==> config.mk <==
export PLATFORM = sky130hd
export DESIGN_NAME = result_unloader
export DESIGN_NICKNAME = d
export VERILOG_FILES = /design/src/rtl/result_unloader.sv
export SDC_FILE = /design/constraint.sdc
export NUM_CORES = 1
export LEC_CHECK = 0
export CAP_MARGIN = 30
export CELL_PAD_IN_SITES_DETAIL_PLACEMENT = 1
export CELL_PAD_IN_SITES_GLOBAL_PLACEMENT = 1
export CORE_MARGIN = 4
export CORE_UTILIZATION = 39
export CTS_BUF_LIST = sky130_fd_sc_hd__clkbuf_2 sky130_fd_sc_hd__clkbuf_4 sky130_fd_sc_hd__clkbuf_8
export CTS_CLUSTER_DIAMETER = 150
export CTS_CLUSTER_SIZE = 14
export DETAILED_ROUTE_END_ITERATION = 10
export GPL_ROUTABILITY_DRIVEN = 1
export PLACE_DENSITY = 0.79
export SYNTH_ARGS = -nofsm -noshare
export SYNTH_HDL_FRONTEND = slang
export SYNTH_SLANG_ARGS = --single-unit
==> constraint.sdc <==
create_clock -name clk -period 5.6 [get_ports clk]
set_clock_uncertainty 0.1 [all_clocks]
set_input_delay 1.12 -clock clk [delete_from_list [all_inputs] [get_ports clk]]
set_output_delay 1.12 -clock clk [all_outputs]
set_load 0.005 [all_outputs]
==> src/rtl/result_unloader.sv <==
// result_unloader: snapshots the four data register bank outputs on the
// network done pulse and streams them to the host over valid/ready.
// Optional build macro: RESULT_CHECKSUM_EN appends an XOR checksum word
// (out_index 0, flagged by out_is_sum) before the completion pulse.
module result_unloader #(
  parameter int unsigned WORD_W    = 32,
  parameter int unsigned NUM_WORDS = 4
) (
  input  logic              clk,
  input  logic              reset,
  input  logic              start,
  input  logic [WORD_W-1:0] data0,
  input  logic [WORD_W-1:0] data1,
  input  logic [WORD_W-1:0] data2,
  input  logic [WORD_W-1:0] data3,
  output logic [WORD_W-1:0] out_data,
  output logic [1:0]        out_index,
  output logic              out_valid,
  input  logic              out_ready,
  output logic              busy,
  output logic              unload_done
`ifdef RESULT_CHECKSUM_EN
  ,
  output logic              out_is_sum
`endif
);

  localparam int unsigned IDX_W    = 2;
  localparam int unsigned LAST_IDX = NUM_WORDS - 1;

  typedef enum logic [1:0] {
    IDLE   = 2'd0,
    SEND   = 2'd1,
    FINISH = 2'd2
  } state_e;

  state_e              state_q, state_d;
  logic [WORD_W-1:0]   snap_q [NUM_WORDS];
  logic [WORD_W-1:0]   snap_d [NUM_WORDS];
  logic [WORD_W-1:0]   data_q, data_d;
  logic [IDX_W-1:0]    idx_q, idx_d;
  logic                valid_q, valid_d;
  logic                busy_q, busy_d;
  logic                done_q, done_d;
  logic                xfer_c;
  logic                last_word_c;
  logic [IDX_W-1:0]    idx_next_c;

`ifdef RESULT_CHECKSUM_EN
  logic                sum_q, sum_d;
  logic [WORD_W-1:0]   sum_c;

  // XOR of the captured words, offered as the trailing checksum word
  always_comb begin
    sum_c = snap_q[0] ^ snap_q[1] ^ snap_q[2] ^ snap_q[3];
  end

  // The run ends only once the checksum word has been accepted
  assign last_word_c = sum_q;
  assign out_is_sum  = sum_q;
`else
  // The run ends when the highest-index word is accepted
  assign last_word_c = (idx_q == IDX_W'(LAST_IDX));
`endif

  assign xfer_c     = valid_q & out_ready;
  assign idx_next_c = idx_q + IDX_W'(1);

  // State and datapath registers, cleared asynchronously
  always_ff @(posedge clk or posedge reset) begin
    if (reset) begin
      state_q <= IDLE;
      data_q  <= '0;
      idx_q   <= '0;
      valid_q <= 1'b0;
      busy_q  <= 1'b0;
      done_q  <= 1'b0;
      for (int unsigned i = 0; i < NUM_WORDS; i++) snap_q[i] <= '0;
`ifdef RESULT_CHECKSUM_EN
      sum_q   <= 1'b0;
`endif
    end else begin
      state_q <= state_d;
      data_q  <= data_d;
      idx_q   <= idx_d;
      valid_q <= valid_d;
      busy_q  <= busy_d;
      done_q  <= done_d;
      snap_q  <= snap_d;
`ifdef RESULT_CHECKSUM_EN
      sum_q   <= sum_d;
`endif
    end
  end

  // Next-state: capture on start, leave SEND after the final transfer
  always_comb begin
    state_d = state_q;
    case (state_q)
      IDLE:    if (start) state_d = SEND;
      SEND:    if (xfer_c && last_word_c) state_d = FINISH;
      FINISH:  state_d = IDLE;
      default: state_d = IDLE;
    endcase
  end

  // Output/datapath next values; everything holds unless a transfer occurs
  always_comb begin
    snap_d  = snap_q;
    data_d  = data_q;
    idx_d   = idx_q;
    valid_d = valid_q;
    busy_d  = busy_q;
    done_d  = 1'b0;
`ifdef RESULT_CHECKSUM_EN
    sum_d   = sum_q;
`endif
    case (state_q)
      IDLE: begin
        if (start) begin
          snap_d[0] = data0;
          snap_d[1] = data1;
          snap_d[2] = data2;
          snap_d[3] = data3;
          data_d    = data0;
          idx_d     = '0;
          valid_d   = 1'b1;
          busy_d    = 1'b1;
        end
      end
      SEND: begin
        if (xfer_c) begin
          if (last_word_c) begin
            valid_d = 1'b0;
            done_d  = 1'b1;
`ifdef RESULT_CHECKSUM_EN
            sum_d   = 1'b0;
`endif
          end
`ifdef RESULT_CHECKSUM_EN
          else if (idx_q == IDX_W'(LAST_IDX)) begin
            data_d = sum_c;
            idx_d  = '0;
            sum_d  = 1'b1;
          end
`endif
          else begin
            idx_d  = idx_next_c;
            data_d = snap_q[idx_next_c];
          end
        end
      end
      FINISH: begin
        busy_d = 1'b0;
      end
      default: begin
        valid_d = 1'b0;
        busy_d  = 1'b0;
      end
    endcase
  end

  assign out_data    = data_q;
  assign out_index   = idx_q;
  assign out_valid   = valid_q;
  assign busy        = busy_q;
  assign unload_done = done_q;

endmodule

Word level (Yosys, flattened, before mapping) --
Cells that the tools add are included.
Storage, ports and cells: register bits after elaboration 167, output and inout port bits 37, logic and storage cells 54
Operators by class: add/subtract/negate cells 1, reduce and logical (&&, ||, !) cells 8, mux-type cells 22, order comparisons 1, equality and inequality tests 8, bitwise logic cells 4
Operators with widths (count):
- 32-bit two-way mux | 5
- 32-bit binary-select mux with 2-bit select | 1
- 32-bit case mux with 2 select lines | 1
- 2-bit two-way mux | 5
- 2-bit != test, second input constant | 5
- 2-bit case mux with 2 select lines | 2
- 4-bit AND reduction | 2
- 1-bit two-way mux | 6
- 2-bit AND reduction | 3
- 2-bit == test, second input constant | 2
- 3-bit >= comparator, second input constant | 1
- 2-bit inverter with 3-bit output | 1
- 1-bit case mux with 3 select lines | 1
- 2-bit by 1-bit adder with 2-bit output, second input constant | 1
- 2-bit by 1-bit == test with 1-bit output, second input constant | 1
- 2-bit logical NOT | 1
- 1-bit inverter | 2
- 1-bit case mux with 2 select lines | 1
- 2-bit nonzero test | 1
- 1-bit bitwise AND | 1
- 1-bit logical AND | 1

Longest topological paths before layout --
Gate-level depths: netlist of the first run.
word-level depth 8, gate-level depth with buffers 6

Least setup slack after synthesis of the first run --
No wires, ideal clock.
path kind input to register, from in start, to reg snap_q[100] (netlist bit), path slack 3268 ps, stages on the path 5, path buffers 2, setup time 125 ps, arrival time 2106 ps, path through nor2b_2 > and2_4 > buf_6 > buf_8 > mux2_4
Between the ends: word-level cells in the longest chain between the ends 1
RTL lines:
- from (decl) | line 11 | input logic start,
- 2-bit AND reduction (no source line)
- to (signal assigned) | line 89 | snap_q <= snap_d;
- to (decl) | line 38 | logic [WORD_W-1:0] snap_q [NUM_WORDS];
Every way passes these cells. A chain may end at the register's enable or synchronous reset.

Final worst setup path of the first run --
from in start, to reg snap_q[122] (netlist bit)
The elaborated chain is that of the path after synthesis.

==> results of run 1 <==
registers in the layout, summed over array words and instances, names as in the netlist:
| signal | cells |
|---|---|
| busy | 1 |
| out_data | 32 |
| out_index | 2 |
| out_valid | 1 |
| snap_q | 128 |
| state_q | 2 |
| unload_done | 1 |
where the power goes:
part | switching, uW | internal (uW)
Clock | 439 | 377
Combinational | 1340 | 1820
Sequential | 451 | 1830
Total | 2230 | 4020
worst max-delay path: stages:
cell,delay (ps)
clkdlybuf4s50_1,480
nor2b_2,300
and2_4,800
buf_12,360
mux2_1,360
per-layer routing:
metal,up-vias,GRT usage
met1,2718,0.251
met4,0,0.0403
met3,10,0.0472
met5,-,0
li1,2325,-
met2,138,0.302
synthesized netlist by cell type, types with 3 or more instances:
master	n
buf_8	10
a211oi_1	3
a32o_1	32
nand2_1	33
nor2_1	33
buf_2	17
a211oi_2	29
mux2_1	28
buf_4	3
mux2i_1	66
dfrtp_1	167
buf_6	13
mux2_4	100
through the flow:
stage / hold slack, ps / std cells / area, um^2 / power (uW) / worst slack [ps]
detailed placement: 377 / 961 / 9950 / 5460 / 1840
finish: 391 / 992 / 10300 / 6250 / 2280
CTS: 396 / 991 / 10300 / 6310 / 2330
global route: 418 / 992 / 10300 / 6670 / 2210
floorplan: 357 / 557 / 8190 / 4580 / 2250
global placement: 367 / 960 / 9930 / 5270 / 1920
final cells by class:
class | instances | area (um^2) | share of cell area
Clock inverter | 9 | 80.1 | 0.00775
Tap cell | 270 | 338 | 0.0327
Inverter | 4 | 18.8 | 0.00182
Sequential cell | 167 | 4180 | 0.405
Timing Repair Buffer | 178 | 1830 | 0.177
Clock buffer | 21 | 277 | 0.0268
Multi-Input combinational cell | 343 | 3610 | 0.350
final timing paths:
kind,from,to,slack [ps],cells after the start
worst max-delay path,start,snap_q[122],2280,5
worst min-delay path,snap_q[2],snap_q[2],390,1
worst max register to register,state_q[0],snap_q[122],2550,4
worst min register to register,snap_q[2],snap_q[2],390,1
max in group asynchronous,reset,state_q[1],3280,3
min in group asynchronous,reset,snap_q[80],960,2
cells by family (layout without fill, tap and decap cells):
family | Yosys count | count (layout) | synth area share
buf+inv | 47 | 212 | 0.0512
simple gates | 76 | 76 | 0.0411
compound gates | 72 | 72 | 0.0929
flops | 167 | 167 | 0.511
fa+ha+maj | 1 | 1 | 0.00153
mux | 194 | 194 | 0.303
==> metrics.md, run 1 <==
| Metric | Value |
|---|---|
| Status | complete, no violations |
| Main flop type after synthesis | dfrtp_1 |
| Commonest non-fill, non-tap cell in the layout | clkdlybuf4s50_1 |
| Pwr Density | 605 nW/um^2 |
| Routed met1 length | 9.75 mm |
| Share of layout cells above drive strength 1 | 0.249 |
| Max Fclk | 0.301 GHz |
| Clk slew on worst S/H paths | 80 ps |
| Synth area leaders | dfrtp_1, mux2_4, mux2i_1 |
| # IOs | 169 |
| Post-route DRC violation count | 0 |
| Worst-skew pair later-pin latency | 450 ps |
| H-tree Lvls | 4 |
| # clock sinks | 167 |
| First drt pass iteration count | 4 |
| Seq cells post-synth | 167 |
| Max Used Layer | met4 |
| Slew margin rel. | 0.357 |
| Global-route wire length before repair | 34.3 mm |
| Post-Route Utilization | 0.506 |
| Crit-path max FO | 49 |
| CTS buffer count | 17 |
| WL/cell | 21.5 um |
| Avg Cell Area, Syn | 14.7 um^2 |
| Crit end category | register |
| Hold Vio Cnt, Final | 0 |
| Least-Margin Pin Slew | 963 ps |
| Yosys cell types | 30 |
| Gr usage total | 0.185 |
| CP Launch Type | primary input |
| Filler instances | 2048 |
| RSZ-0062 raised after global routing | false |
| Hold_buf cts | 0 |
| Critical Path AT | 3550 ps |
| Hold WC Path Type | register to register |
| Post-Synthesis Cell Area | 8190 um^2 |
| Lkg Pwr | 0.00444 uW |
| DIE WIDTH | 153 um |
| Worst Path Required | 5820 ps |
| HPWL after DPL | 14.6 mm |
| Met2 routed WL | 10.4 mm |
| Most frequent cells in the layout | clkdlybuf4s50_1, dfrtp_1, mux2_4 |
| TNS Setup | 0 ps |
| Synthesized instance count | 557 |
| Async SR Flop Fraction | 1.00 |
| Initial antenna violation count | 0 |
| Ys Warns | 0 |
| Largest net degree at the start of global routing | 88 |
| Core ar. | 20400 um^2 |
| CTS tree | built |
| Peak VDD IR | 0.248 mV |
| Row cnt | 52 |
| Vias in the first global route | 5969 |
| Initial Util | 0.401 |
| Clk root buf | clkbuf_8 |
| Max-Cap Viols | 0 |
| Number of synthesized flops with an enable pin | 0 |
| Gpl congestion | 0.768 |
| Register area share after synthesis | 0.511 |
| Minimum clock period | 3320 ps |
| Routed wire length | 21.4 mm |
| Vias per cell | 5.23 |
| Synth area leader | dfrtp_1 |
| # port buffers | 168 |
| Routed via count | 5191 |
| Final #Nets | 844 |
| Slew Limit Fails | 0 |
| PostCTS Resize Cnt | 0 |
| Die Area | 23400 um^2 |
| Setup bufs post-CTS | 0 |
| Post-DRT Antenna Nets | 0 |
| Grt ovf | 0 |
| Clock tree buffer depth | 2 |
| Area delta synth->final | 26.2% |
| Top-area cell type share of the netlist area | 0.511 |
| Setup violators final | 0 |
| Post-Syn Nets | 690 |
| DRT iter0 DRCs | 250 |
| Critical path type | primary input to register |
| Crit share post-route | 0.594 |
| Antenna cell count | 0 |
| Met3 WL | 1.05 mm |
| Die Y | 153 um |
(Power assumes the default switching activity.)
==> run 2, diff against run 1 <==
--- a/config.mk
+++ b/config.mk
@@ -9,13 +9,13 @@
 export CELL_PAD_IN_SITES_DETAIL_PLACEMENT = 1
 export CELL_PAD_IN_SITES_GLOBAL_PLACEMENT = 1
 export CORE_MARGIN = 4
-export CORE_UTILIZATION = 39
+export CORE_UTILIZATION = 44
 export CTS_BUF_LIST = sky130_fd_sc_hd__clkbuf_2 sky130_fd_sc_hd__clkbuf_4 sky130_fd_sc_hd__clkbuf_8
 export CTS_CLUSTER_DIAMETER = 150
 export CTS_CLUSTER_SIZE = 14
 export DETAILED_ROUTE_END_ITERATION = 10
 export GPL_ROUTABILITY_DRIVEN = 1
-export PLACE_DENSITY = 0.79
+export PLACE_DENSITY = 0.84
 export SYNTH_ARGS = -nofsm -noshare
 export SYNTH_HDL_FRONTEND = slang
 export SYNTH_SLANG_ARGS = --single-unit
==> constraint.sdc (replaced) <==
create_clock -name clk -period 3.44 [get_ports clk]
set_clock_uncertainty 0.1 [all_clocks]
set_input_delay 0.688 -clock clk [delete_from_list [all_inputs] [get_ports clk]]
set_output_delay 0.688 -clock clk [all_outputs]
set_load 0.005 [all_outputs]
==> run 2 against run 1 <==
Effect of this change: non-clock buffer count rose by 5; total power rose by 65%; combinational power rose by 67%; global-route usage rose by 2.4 points; setup slack got worse by 1400 ps; via count rose by 3.1%; cell count fell by 3.3%; first-iteration DRC count rose by 5.6%; sequential share of layout area fell by 0.19 points; largest cell class unchanged.
==> metrics.md, run 2 (synthesis gave the netlist of run 1 again) <==
| Metric | Value |
|---|---|
| Least-Margin Pin Slew | 741 ps (-222 ps) |
| DIE WIDTH | 144 um (-5.5%) |
| Gpl congestion | 0.786 (+2.4%) |
| Grt ovf | 0 (unchanged) |
| Minimum clock period | 2520 ps |
| Max-Cap Viols | 0 (unchanged) |
| PostCTS Resize Cnt | 0 (unchanged) |
| Lkg Pwr | 0.00447 uW (+0.74%) |
| Commonest non-fill, non-tap cell in the layout | clkdlybuf4s50_1 |
| Gr usage total | 0.209 (+0.0243) |
| Hold_buf cts | 0 (unchanged) |
| R2r endpoint | out_data[17] |
| Die Area | 20800 um^2 (-11%) |
| # clock sinks | 167 (unchanged) |
| Pwr Density | 993 nW/um^2 (+64%) |
| Initial Util | 0.451 (+0.0504) |
| Peak VDD IR | 0.700 mV (+180%) |
| Critical Path AT | 2750 ps (-800 ps) |
| Setup violators final | 0 (unchanged) |
| Crit end category | register |
| # IOs | 169 (unchanged) |
| WL/cell | 22.6 um (+5.0%) |
| Slew margin rel. | 0.505 (+0.147) |
| Core ar. | 18100 um^2 (-11%) |
| Reg2Reg Depth | 5 (+1) |
| Clk slew on worst S/H paths | 80 ps (about the same) |
| Initial antenna violation count | 0 (unchanged) |
| Most frequent cells in the layout | clkdlybuf4s50_1, dfrtp_1, mux2_4 |
| Worst Path Required | 3670 ps (-2150 ps) |
| RSZ-0062 raised after global routing | false |
| H-tree Lvls | 4 (unchanged) |
| HPWL after DPL | 14.6 mm (+0.43%) |
| TNS Setup | 0 ps (unchanged) |
| Final #Nets | 849 (+0.59%) |
| Setup bufs post-CTS | 0 (unchanged) |
| R2r setup slk | 1160 ps (-1390 ps) |
| Clk root buf | clkbuf_8 |
| Row cnt | 49 (-5.8%) |
| WHS | 396 ps (+5.46 ps) |
| Vias per cell | 5.58 (+6.6%) |
| Global-route wire length before repair | 33.7 mm (-1.6%) |
| Crit share post-route | 0.734 |
| HP Start | snap_q[10] |
| Worst-skew pair later-pin latency | 450 ps (about the same) |
| Critical path type | primary input to register |
| DRT iter0 DRCs | 264 (+5.6%) |
| First drt pass iteration count | 4 (unchanged) |
| Hold Path Sink | snap_q[10] |
| Post-route DRC violation count | 0 (unchanged) |
| Routed via count | 5350 (+3.1%) |
| Hold WC Path Type | register to register |
| Largest net degree at the start of global routing | 66 (-25%) |
| Crit-path max FO | 36 (-27%) |
| Max reg flops | 128 (unchanged) |
| Hold Vio Cnt, Final | 0 (unchanged) |
| Status | complete, no violations |
| Die Y | 144 um (-5.5%) |
| Biggest register | snap_q |
| Clock tree buffer depth | 2 (unchanged) |
| Routed wire length | 21.7 mm (+1.5%) |
| CTS buffer count | 17 (unchanged) |
| Vias in the first global route | 6048 (+1.3%) |
| # port buffers | 168 (unchanged) |
| Area delta synth->final | 26.9% |
| Hold depth | 1 (unchanged) |
| Slew Limit Fails | 0 (unchanged) |
| CP Launch Type | primary input |
| Share of layout cells above drive strength 1 | 0.257 (+0.00721) |
| Post-DRT Antenna Nets | 0 (unchanged) |
| CTS tree | built |
| Critical R2R Launch | state_q[0] |
| Max Fclk | 0.396 GHz |
run 2: power breakdown:
group | switching [uW] | internal, uW
Clock | 757 | 627
Sequential | 672 | 2980
Combinational | 2320 | 2960
run 2: per-layer routing:
| metal | vias to the layer above | routed length, um | global-route usage |
|---|---|---|---|
| met4 | 0 | 240 | 0.0471 |
| met2 | 167 | 10800 | 0.356 |
| met5 | - | 0 | 0 |
| met1 | 2806 | 9630 | 0.273 |
| li1 | 2353 | - | - |
| met3 | 24 | 989 | 0.0493 |
run 2: stage by stage:
| stage | power [uW] | instances | instance area (um^2) | worst slack (ps) | utilization |
|---|---|---|---|---|---|
| final | 10300 | 959 | 10400 | 915 | 0.572 |
| after global routing | 10900 | 958 | 10400 | 860 | 0.572 |
| after CTS | 10400 | 958 | 10400 | 952 | 0.572 |
| after detailed placement | 8950 | 926 | 9990 | 472 | 0.551 |
| after global placement | 8620 | 926 | 9990 | 599 | 0.551 |
| after floorplan | 7460 | 557 | 8190 | 525 | - |
run 2: how the worst max path moves through the flow:
stage,startpoint,end,slack [ps],cells after the start
after floorplan,reset,busy,530,1
after global placement,start,snap_q[12],600,5
after detailed placement,start,snap_q[12],470,5
after CTS,start,snap_q[12],950,5
after global routing,start,snap_q[13],860,5
final,start,snap_q[12],920,5
run 2: layout make-up:
type | instances | area (um^2)
fill | 1767 | 7760
sequential | 167 | 4180
multi-input combinational | 343 | 3610
timing repair buffer | 183 | 1890
tap | 229 | 287
clock buffer | 20 | 269
clock inverter | 12 | 119
inverter | 4 | 18.8
antenna | 1 | 2.50
run 2: worst max-delay path, cell delays in order:
cell	delay [ps]
clkdlybuf4s50_1	490
nor2b_2	310
and2_4	520
buf_12	330
mux2_1	360
==> variant, RTL diff (flow settings as in run 1) <==
Add a define of `RESULT_CHECKSUM_EN`.
--- a/src/rtl/result_unloader.sv
+++ b/src/rtl/result_unloader.sv
@@ -3,4 +3,6 @@
 // Optional build macro: RESULT_CHECKSUM_EN appends an XOR checksum word
 // (out_index 0, flagged by out_is_sum) before the completion pulse.
+`define RESULT_CHECKSUM_EN
+
 module result_unloader #(
   parameter int unsigned WORD_W    = 32,
Function (old outputs only; new: out_is_sum): changed (a bounded check fails within 10 cycles, from zero or initial values and one cycle with reset high).
==> variant against run 1 <==
Worst setup slack worse by 0.0079 ns; cell area up 5.0%; largest cell class unchanged; area after synthesis up 3.9%; sequential cell count up 1; die area up 3.7%; non-clock buffer count up 4; routed wire length up 9.5%; critical path depth down 3; via count up 29%; first-iteration DRC count up 36%; global-route usage up 1.1 points; hold slack better by 0.025 ns; total power up 0.57%; largest power group unchanged.
==> variant: results (changes against run 1) <==
[outcome]
outcome=completed  ; unchanged

[power]
internal-power_mw=3.90  ; was 4.02 mW
ir_drop_uv=274  ; was 248 µV
p_leak_nw=5.02  ; was 4.44 nW

[placement]
dpl_cell_area_mm2=0.0104  ; was 0.00995 mm²
placedCellCount=1265  ; was 961
place_ws_ns=1.91  ; was 1.84 ns
numPortBuffers=169  ; was 168
dp_hpwl_mm=15.8  ; was 14.6 mm
gp_congestion=0.742  ; was 0.768

[setup_path]
cpLargestDelayFamily=buffers and inverters  ; was simple AND/OR/NAND/NOR gates
ff2ff_setup_slack_ns=2.86  ; was 2.55 ns
cp.arrival_ns=2.11  ; was 3.55 ns
cpMaxStageDelayCell=clkdlybuf4s50_1  ; was and2_4
cp_max_fo=36  ; was 49
max_stage_delay_ns=0.66  ; was 0.80 ns

[synth]
yosys-top-cells-count=nand2_1 (389), dfrtp_1 (168), xor2_1 (64)  ; was dfrtp_1 (167), mux2_4 (100), mux2i_1 (66)
ys_seq_area_frac=0.495  ; was 0.511
ys_async_sr_fraction=1.00  ; unchanged
yosys-top-cells-area=dfrtp_1 (49%), nand2_1 (17%), mux4_2 (8.5%)  ; was dfrtp_1 (51%), mux2_4 (18%), mux2i_1 (8.1%)
yosysWarnings=0  ; unchanged
yosysMostFrequentCell=nand2_1  ; was dfrtp_1
syn-instance-count=865  ; was 557
syn_nets=998  ; was 690
synth_cell_types=35  ; was 30

[route]
routedWlPerCell_um=18.0  ; was 21.5 µm
drtIter0Drc=339  ; was 250
routed_wl_mm=23.4  ; was 21.4 mm
via_per_inst=5.18  ; was 5.23
firstDrtPassIters=4  ; unchanged

[global_route]
antenna_found_initial=1  ; was 0
grtUsageTotal=0.196  ; was 0.185
grt_pass1_wl_mm=37.7  ; was 34.3 mm
grt_pass1_vias=7152  ; was 5969
grt_max_degree=130  ; was 88

[finish]
drive_above_1_share=0.0930  ; was 0.249
largest_reg_flops=128  ; unchanged
nFillCells=2375  ; was 2048
regMostFlops=snap_q  ; unchanged
final_net_count=1142  ; was 844
insertedDiodeCount=0  ; unchanged
area_delta_synth_final_pct=27.7  ; was 26.2%

[clock_network]
cts_setup_buffers=0  ; unchanged
clkTransAtPathRegs_ns=0.09
htreeDepth=4  ; unchanged
worstSkewPairLatency_ns=0.46
cts_buffer_depth=2  ; unchanged
clockRootBuffer=clkbuf_8  ; unchanged
numCtsBuffers=17  ; unchanged
cts_resized=0  ; unchanged

[worst_hold_path]
hp-class=reg2reg  ; unchanged

[sta]
period_minus_slack_ns=3.33  ; was 3.32 ns
worst_hold_slack_ns=0.416  ; was 0.391 ns
max_slew.worst_pin.slew_ns=0.942  ; was 0.963 ns

[variant: changes by cell type after synthesis, sizes merged, moves of 11 or more]
cell     change
xor2        +64
a2111oi     +32
a211oi      -32
nand2      +356
mux2       -128
xnor2       +32
buf         -11
clkbuf      +25
mux2i       -66
a32o        -32
mux4        +32
a221o       +32
[variant: final cells by class]
cell class	count	area share
clock inverter	12	0.0160
multi-input combinational	637	0.367
timing repair buffer	182	0.171
inverter	3	0.00138
tap	275	0.0317
sequential	168	0.387
clock buffer	20	0.0248
[variant: final timing paths]
kind,from,end,cells after the start
min in group asynchronous,reset,snap_q[88]$_DFFE_PP0P_,3
max reg2reg,state_q[0]$_DFFE_PP0P_,out_data[31]$_DFFE_PP0P_,5
max in group asynchronous,reset,snap_q[126]$_DFFE_PP0P_,3
min reg2reg,out_data[0]$_DFFE_PP0P_,out_data[0]$_DFFE_PP0P_,1
max,out_index[0]$_DFFE_PP0P_,out_index[0],2
min,out_data[0]$_DFFE_PP0P_,out_data[0]$_DFFE_PP0P_,1
[variant: kinds of logic (layout without fill, tap and decap cells)]
| logic type | Yosys count | after routing | share of synthesized area |
|---|---|---|---|
| AO/OA/AOI/OAI | 76 | 76 | 0.0873 |
| multiplexers | 32 | 32 | 0.0848 |
| adder cells (fa/ha/maj) | 1 | 1 | 0.00147 |
| flip-flops | 168 | 168 | 0.495 |
| AND/OR/NAND/NOR | 432 | 432 | 0.195 |
| buffers and inverters | 60 | 217 | 0.0381 |
| XOR/XNOR | 96 | 96 | 0.0989 |
[variant: metal layers]
layer  vias up  track usage  share of wire
met2       149        0.328           0.50
met5         -            0        0.00056
met4         2       0.0529          0.013
met1      3379        0.264           0.44
met3        20       0.0361          0.045
li1       3171            -              -
[variant: power by group through the flow]
stage | clock [mW] | combinational, mW | sequential [mW]
floorplan | 0 | 2.27 | 2.18
global placement | 0 | 2.87 | 2.27
detailed placement | 0 | 3.06 | 2.31
CTS | 1.01 | 3.08 | 2.30
global route | 1.06 | 3.35 | 2.38
finish | 0.977 | 3.02 | 2.29
[variant: worst reg2reg max path, stage by stage, from the launching register on]
cell and delay (ns):
dfrtp_1 0.51, nand2b_1 0.30, a21o_2 0.80, buf_4 0.47, a2111oi_0 0.13, a221o_1 0.31
